--- src/rtl/uart_tx_fifo.sv ---
// Buffered UART transmitter: a power-of-two FIFO feeding a registered
// serializer with configurable data width, parity and stop bits.
module uart_tx_fifo #(
    parameter int CLK_FREQ  = 12000000,
    parameter int BAUD      = 115200,
    parameter int DATA_BITS = 8,
    parameter int DEPTH     = 16,
    parameter int PARITY    = 0,
    parameter int STOP_BITS = 1
) (
    input  logic                   clk,
    input  logic                   resetn,
    input  logic                   put,
    input  logic [DATA_BITS-1:0]   data,
    input  logic                   ovf_clr,
    output logic                   tx,
    output logic                   busy,
    output logic                   empty,
    output logic                   full,
    output logic [$clog2(DEPTH):0] count,
    output logic                   overflow
);

    localparam int DIV      = (CLK_FREQ + BAUD / 2) / BAUD;
    localparam int AW       = $clog2(DEPTH);
    localparam int PW       = AW + 1;
    localparam int STOP_LEN = STOP_BITS * DIV;
    localparam int CW       = $clog2(STOP_LEN) + 1;
    localparam int IW       = $clog2(DATA_BITS) + 1;

    localparam logic [CW-1:0] BIT_END  = CW'(DIV - 1);
    localparam logic [CW-1:0] STOP_END = CW'(STOP_LEN - 1);
    localparam logic [IW-1:0] LAST_BIT = IW'(DATA_BITS - 1);
    localparam logic [PW-1:0] DEPTH_P  = PW'(DEPTH);
    localparam logic          PAR_ODD  = (PARITY == 1);
    localparam logic          HAS_PAR  = (PARITY != 0);

    typedef enum logic [2:0] {
        S_IDLE,
        S_START,
        S_DATA,
        S_PAR,
        S_STOP
    } state_t;

    logic [DATA_BITS-1:0] mem [DEPTH];
    logic [PW-1:0]        wr;
    logic [PW-1:0]        rd;
    logic [DATA_BITS-1:0] head;
    logic                 head_par;
    logic                 can_write;

    state_t               state;
    logic [CW-1:0]        cnt;
    logic [IW-1:0]        idx;
    logic [DATA_BITS-1:0] shreg;
    logic                 par_bit;
    logic                 tx_q;

    // Occupancy and flags derive only from the registered pointers.
    assign count     = wr - rd;
    assign empty     = (count == '0);
    assign full      = (count == DEPTH_P);
    assign can_write = put && !full;
    assign head      = mem[rd[AW-1:0]];
    assign head_par  = (^head) ^ PAR_ODD;
    assign tx        = tx_q;
    assign busy      = (state != S_IDLE);

    // Storage array; no reset, contents are qualified by the pointers.
    always_ff @(posedge clk) begin
        if (can_write) begin
            mem[wr[AW-1:0]] <= data;
        end
    end

    // Write pointer and sticky overflow (a dropping put beats ovf_clr).
    always_ff @(posedge clk or negedge resetn) begin
        if (!resetn) begin
            wr       <= '0;
            overflow <= 1'b0;
        end else begin
            if (can_write) begin
                wr <= wr + PW'(1);
            end
            if (put && full) begin
                overflow <= 1'b1;
            end else if (ovf_clr) begin
                overflow <= 1'b0;
            end
        end
    end

    // Serializer: owns the read pointer, pops at IDLE or on the final stop cycle.
    always_ff @(posedge clk or negedge resetn) begin
        if (!resetn) begin
            state   <= S_IDLE;
            rd      <= '0;
            cnt     <= '0;
            idx     <= '0;
            shreg   <= '0;
            par_bit <= 1'b0;
            tx_q    <= 1'b1;
        end else begin
            case (state)
                S_IDLE: begin
                    tx_q <= 1'b1;
                    cnt  <= '0;
                    idx  <= '0;
                    if (!empty) begin
                        shreg   <= head;
                        par_bit <= head_par;
                        rd      <= rd + PW'(1);
                        tx_q    <= 1'b0;
                        state   <= S_START;
                    end
                end
                S_START: begin
                    if (cnt == BIT_END) begin
                        cnt   <= '0;
                        tx_q  <= shreg[0];
                        shreg <= shreg >> 1;
                        state <= S_DATA;
                    end else begin
                        cnt <= cnt + CW'(1);
                    end
                end
                S_DATA: begin
                    if (cnt == BIT_END) begin
                        cnt <= '0;
                        if (idx == LAST_BIT) begin
                            idx <= '0;
                            if (HAS_PAR) begin
                                tx_q  <= par_bit;
                                state <= S_PAR;
                            end else begin
                                tx_q  <= 1'b1;
                                state <= S_STOP;
                            end
                        end else begin
                            idx   <= idx + IW'(1);
                            tx_q  <= shreg[0];
                            shreg <= shreg >> 1;
                        end
                    end else begin
                        cnt <= cnt + CW'(1);
                    end
                end
                S_PAR: begin
                    if (cnt == BIT_END) begin
                        cnt   <= '0;
                        tx_q  <= 1'b1;
                        state <= S_STOP;
                    end else begin
                        cnt <= cnt + CW'(1);
                    end
                end
                S_STOP: begin
                    if (cnt == STOP_END) begin
                        cnt <= '0;
                        if (!empty) begin
                            shreg   <= head;
                            par_bit <= head_par;
                            rd      <= rd + PW'(1);
                            tx_q    <= 1'b0;
                            state   <= S_START;
                        end else begin
                            tx_q  <= 1'b1;
                            state <= S_IDLE;
                        end
                    end else begin
                        cnt <= cnt + CW'(1);
                    end
                end
                default: begin
                    tx_q  <= 1'b1;
                    state <= S_IDLE;
                end
            endcase
        end
    end

endmodule

--- config.mk ---
export PLATFORM = sky130hd
export DESIGN_NAME = uart_tx_fifo
export DESIGN_NICKNAME = d
export VERILOG_FILES = /design/src/rtl/uart_tx_fifo.sv
export SDC_FILE = /design/constraint.sdc
export NUM_CORES = 1
export LEC_CHECK = 0
export BUFFER_PORTS_ARGS = -buffer_cell sky130_fd_sc_hd__buf_2
export CORE_AREA = 4 4 130 132
export DETAILED_ROUTE_END_ITERATION = 10
export DIE_AREA = 0 0 134 136
export GPL_TIMING_DRIVEN = 1
export PLACE_DENSITY_LB_ADDON = 0.2
export SLEW_MARGIN = 0
export SYNTH_ARGS = -nofsm -noshare
export SYNTH_HDL_FRONTEND = slang
export SYNTH_SLANG_ARGS = --single-unit
--- constraint.sdc ---
create_clock -name clk -period 3.36 [get_ports clk]
set_input_delay 0 -clock clk [delete_from_list [all_inputs] [get_ports clk]]
set_output_delay 0 -clock clk [all_outputs]
set_load 0.02 [all_outputs]
### After elaboration in Yosys (flattened, before gate mapping)

Memory sizes are Yosys's and may differ from the RTL's.
Cells that the tools add are included.
W data, S select, Z words.

* muxes and demuxes: 33
* equality and inequality tests: 14
* reductions and logical operators: 17
* add/sub/neg operators: 5

Operator list (count)
* $mux W8: 6
* $pmux W8 S4: 1
* $mux W3: 6
* $pmux W8 S2: 1
* $pmux W3 S5: 1
* $ne A2 B2 Y1 const B: 7
* $mux W1: 11
* $add A5 B1 Y5 const B: 2
* $mux W5: 2
* $pmux W5 S2: 1
* $add A8 B1 Y8 const B: 1
* $eq A8 B7 Y1 const B: 1
* $mux W4: 2
* $pmux W4 S2: 1
* $reduce_bool A2 Y1: 4
* $eq A3 B2 Y1 const B: 2
* $reduce_and A6 Y1: 1
* $eq A5 B5 Y1 const B: 1
* $logic_not A5 Y1: 1
* $pmux W1 S5: 1
* $reduce_and A5 Y1: 1
* $sub A5 B5 Y5: 1
* $add A4 B1 Y4 const B: 1
* $eq A4 B3 Y1 const B: 1
* 10 further kinds: 12

* output and inout bits: 10
* input port bits: 12
* register bits after elaboration: 35
* memories: 1
* memory bits (writable): 128

Memory list
* mem: words 16, width 8, read ports 1, clocked after Yosys merged registers in 0, write ports 1, line 46 `logic [DATA_BITS-1:0] mem [DEPTH];`

### Longest topological paths before layout

* depth after elaboration: 6
* depth in mapped cells: 12
* mapped depth without buffers: 10

### Least setup slack after synthesis

OpenSTA, ideal clock, no wires.

* path kind: register to register
* start: register wr[0]
* end: memory mem[11][0] (enable)
* path buffers: 1
* library setup time: 332 ps
* path slack: 410 ps
* cell stages (with the launch flop): 11
* data arrival time: 2618 ps
* path through: dfrtp_1 -> inv_1 -> ha_1 -> fa_1 -> xnor2_1 -> nand4b_1 -> nand2_2 -> a21oi_2 -> buf_6 -> and3b_1 -> and2_1

* cells in the longest elaborated chain, start to end: 6

RTL lines
* start, declared: line 47 `logic [PW-1:0] wr;`
* start signal, assigned: line 84 `wr <= wr + PW'(1);`
* $sub A5 B5 Y5: line 61 `assign count = wr - rd;`
* via count[2]: line 20 `output logic [$clog2(DEPTH):0] count,`
* $eq A5 B5 Y1: line 63 `assign full = (count == DEPTH_P);`
* $logic_not A1 Y1: line 64 `assign can_write = put && !full;`
* $logic_and A1 B1 Y1: line 64
* $mux W1: line 72 `if (can_write) begin`
* $mux W1 (not written as such): line 73 `mem[wr[AW-1:0]] <= data;`
* end, declared: line 46

The timed path passes the listed nets, and every way through them passes these cells.

### Worst setup path in the final report

* start: register wr[0]
* end: memory mem[6][7] (enable)

* cells in the longest elaborated chain, start to end: 6

RTL lines (line)
* $sub A5 B5 Y5: 61
* $eq A5 B5 Y1: 63
* $logic_not A1 Y1: 64
* $logic_and A1 B1 Y1: 64
* $mux W1: 72
* $mux W1 (not written as such): 73

Several ways; a longest one is shown, not always the timed one.

==> impl_metrics.json <==
{
  "status": "finished, final reports clean",
  "synth_top_area_share_pct": 54.75,
  "insertion_delay_ps": 420,
  "cp_slowest_cell": "dfrtp_1",
  "worst_setup_path_end_kind": "flop",
  "antenna_left": 0,
  "nets": 512,
  "power.density_nw_per_um2": 906.8,
  "hpwl_um": 9858,
  "p_leak_nw": 2.888,
  "cts-htree-levels": 4,
  "grt_start_max_net_pins": 49,
  "drive_gt1_share_pct": 19.40,
  "yosysTopAreaCell": "edfxtp_1",
  "finalHoldViolCount": 0,
  "tns_ps": 0,
  "grt_pass1_vias": 3961,
  "cts_inserted_buffers": 17,
  "place_ws_ps": 95.65,
  "wl_met2_um": 7061,
  "wirelength_um": 14880,
  "place_inst": 682,
  "grt_pass1_wl_um": 23250,
  "synthAdderAreaFrac_pct": 2.246,
  "final_common_cell": "edfxtp_1",
  "slew_viol_final": 0,
  "cts_tree": "built",
  "dpl_cell_area_um2": 7342,
  "rows": 46,
  "fin_crit_sh_pct": 92.56,
  "yosys_warnings": 0,
  "async_reset_ff_share_pct": 21.47,
  "ys_seq_area_share_pct": 67.24,
  "cts.sinks": 163,
  "relSlewSlack_pct": 42.33,
  "die_area_um2": 18220,
  "drt-initial-drc-count": 306,
  "synth_flop_cell": "edfxtp_1",
  "synth_top_family_by_area": "multiplexers",
  "cp-start-kind": "flop",
  "critPathMaxFanout": 8,
  "synth_cells": 459,
  "synth_edf_count": 128,
  "worstHoldPathCells": 1,
  "drc": 0,
  "drt-met1-wl_um": 6874,
  "worst_slack_ps": 250.0,
  "first_pass_iters": 4,
  "most-common-layout-cells": "128 x edfxtp_1, 39 x nand2_1, 33 x dfrtp_1",
  "synth.area.mux_share_pct": 11.17,
  "critical_path_arrival_ps": 3190,
  "core_area_um2": 15710,
  "wl_per_cell_um": 20.75,
  "grt_overflow": 0,
  "synth-simple-area-share_pct": 8.412,
  "clk_path_buf_depth": 2,
  "io_buffers": 21,
  "highest_layer": "met4",
  "area_growth_pct": 13.49,
  "gp_congestion": 0.7680,
  "syn_area_per_cell_um2": 15.30,
  "hp-class": "input pin to flop",
  "synth_compound_area_share_pct": 6.862,
  "antenna_found_initial": 0,
  "clock-root-buffer": "clkbuf_16",
  "ys_types": 53,
  "synth_xor_area_share_pct": 1.729,
  "criticalPathCategory": "flop to flop",
  "syn_area_um2": 7020,
  "clock_skew_ps": 7.924,
  "path_clk_slew_ps": 70,
  "initial_core_util_pct": 44.68,
  "rr_worst_depth": 10,
  "final_util_pct": 50.71,
  "required_ps": 3440,
  "setup_viol": 0,
  "avgViaCountPerCell": 5.375,
  "final_cell_count_no_fill": 717,
  "die_h_um": 136,
  "grt_setup_unrepaired": "no",
  "wl_met3_um": 840,
  "crit_chain": "inv_1, ha_1, fa_1, nand2b_1, a21oi_1, xor2_2, inv_2, a21oi_4, and3b_1, and2_1",
  "mappedNetlistNets": 483,
  "irDropWorstVdd_mv": 0.5863,
  "die-width_um": 134,
  "grtUsageTotal_pct": 17.45,
  "fill_cells": 1307,
  "via_count": 3854,
  "cap_violations": 0,
  "final.min_clock_period_ps": 3110,
  "fmax_mhz": 321.5,
  "final_area_um2": 7968,
  "ys_top_cells_by_area": "edfxtp_1 55%, dfrtp_1 12%, mux4_2 5.8%",
  "synth-seq-cells": 163,
  "cpPeakStageDelay_ps": 410,
  "tightest_slew_ps": 865.1,
  "ios": 22
}
-- final timing paths --
check	start	endpoint	slack, ps
worst min-delay path	data[4]	mem[14][4]$_DFFE_PP_	20
max in group asynchronous	resetn	rd[1]$_DFFE_PN0P_	2530
worst max-delay path	wr[0]$_DFFE_PN0P_	mem[6][7]$_DFFE_PP_	250
worst min register to register	rd[4]$_DFFE_PN0P_	rd[4]$_DFFE_PN0P_	490
worst max register to register	wr[0]$_DFFE_PN0P_	mem[6][7]$_DFFE_PP_	250
min in group asynchronous	resetn	overflow$_DFFE_PN0P_	240
-- cell type report --
cell class	count	area [um^2]	share of cell area, %
Clock inverter	14	151.4	1.900
Clock buffer	17	425.4	5.339
Antenna cell	1	2.502	0.03141
Tap cell	216	270.3	3.392
Multi-Input combinational cell	260	2152	27.01
Sequential cell	163	4722	59.27
Inverter	15	56.30	0.7067
Timing Repair Buffer	31	187.7	2.356
-- synth_stat cells (all sizes together), types with 2 or more instances --
cell type	count
nor2b	2
a31oi	7
or2	3
mux2	7
o21ai	18
nor3	2
mux4	18
a221oi	7
nand4	4
edfxtp	128
o31ai	2
xnor2	7
ha	11
and3b	3
a21o	2
nand3	10
dfrtp	34
and4	4
inv	14
and2	15
xor2	6
nand2b	4
a22o	11
nand2	40
buf	14
nand3b	2
and3	2
nor2	14
o22ai	8
clkbuf	7
a21oi	11
mux2i	30
-- critical path, delay by kind of cell, from the launching register on --
| kind | cells | cell delay [ps] |
|---|---|---|
| buf+inv | 2 | 220 |
| compound gates | 2 | 450 |
| fa+ha+maj | 2 | 640 |
| simple gates | 3 | 800 |
| xor+xnor | 1 | 260 |
| flops | 1 | 410 |
-- kinds of logic (layout without fill, tap and decap cells) --
| logic type | Yosys count | count (layout) |
|---|---|---|
| and+or+nand+nor | 111 | 111 |
| AOI/OAI and AO/OA | 69 | 69 |
| adders and majority gates | 12 | 12 |
| other | 0 | 1 |
| muxes | 55 | 55 |
| DFF | 163 | 163 |
| xor gates and xnor gates | 13 | 13 |
| buffers and inverters | 36 | 77 |
-- where the power goes --
| part | internal [mW] | switching (mW) |
|---|---|---|
| clock network | 1.10 | 0.792 |
| registers | 2.50 | 0.172 |
| logic | 1.06 | 1.59 |
-- stage by stage --
| step | hold WS, ps | total power, mW |
|---|---|---|
| global route | 13.32 | 7.635 |
| CTS | 12.92 | 7.250 |
| global placement | 157.1 | 5.303 |
| floorplan | -295.6 | 4.605 |
| finish | 23.67 | 7.225 |
| detailed placement | 156.0 | 5.345 |
-- what timing repair did --
action | 4_1_cts | 5_1_grt
setup buffers | 0 | 0
resized for setup | 0 | 4
endpoints found under the setup margin | 0 | 96
hold buffers | 3 | 0
endpoints found under the hold margin | 35 | 0
-- registers in the layout, summed over array words and instances, names as in the netlist --
name and count:
tx 1, overflow 1, state 3, shreg 8, idx 4, rd 5
mem 128, wr 5, cnt 8
-- layer usage --
| layer | vias up | track usage [%] |
|---|---|---|
| li1 | 1814 | - |
| met4 | 0 | 4.114 |
| met1 | 1947 | 24.01 |
| met2 | 88 | 27.74 |
| met5 | - | 0 |
| met3 | 5 | 4.996 |
Note: power is estimated with default switching activity, not from simulation.
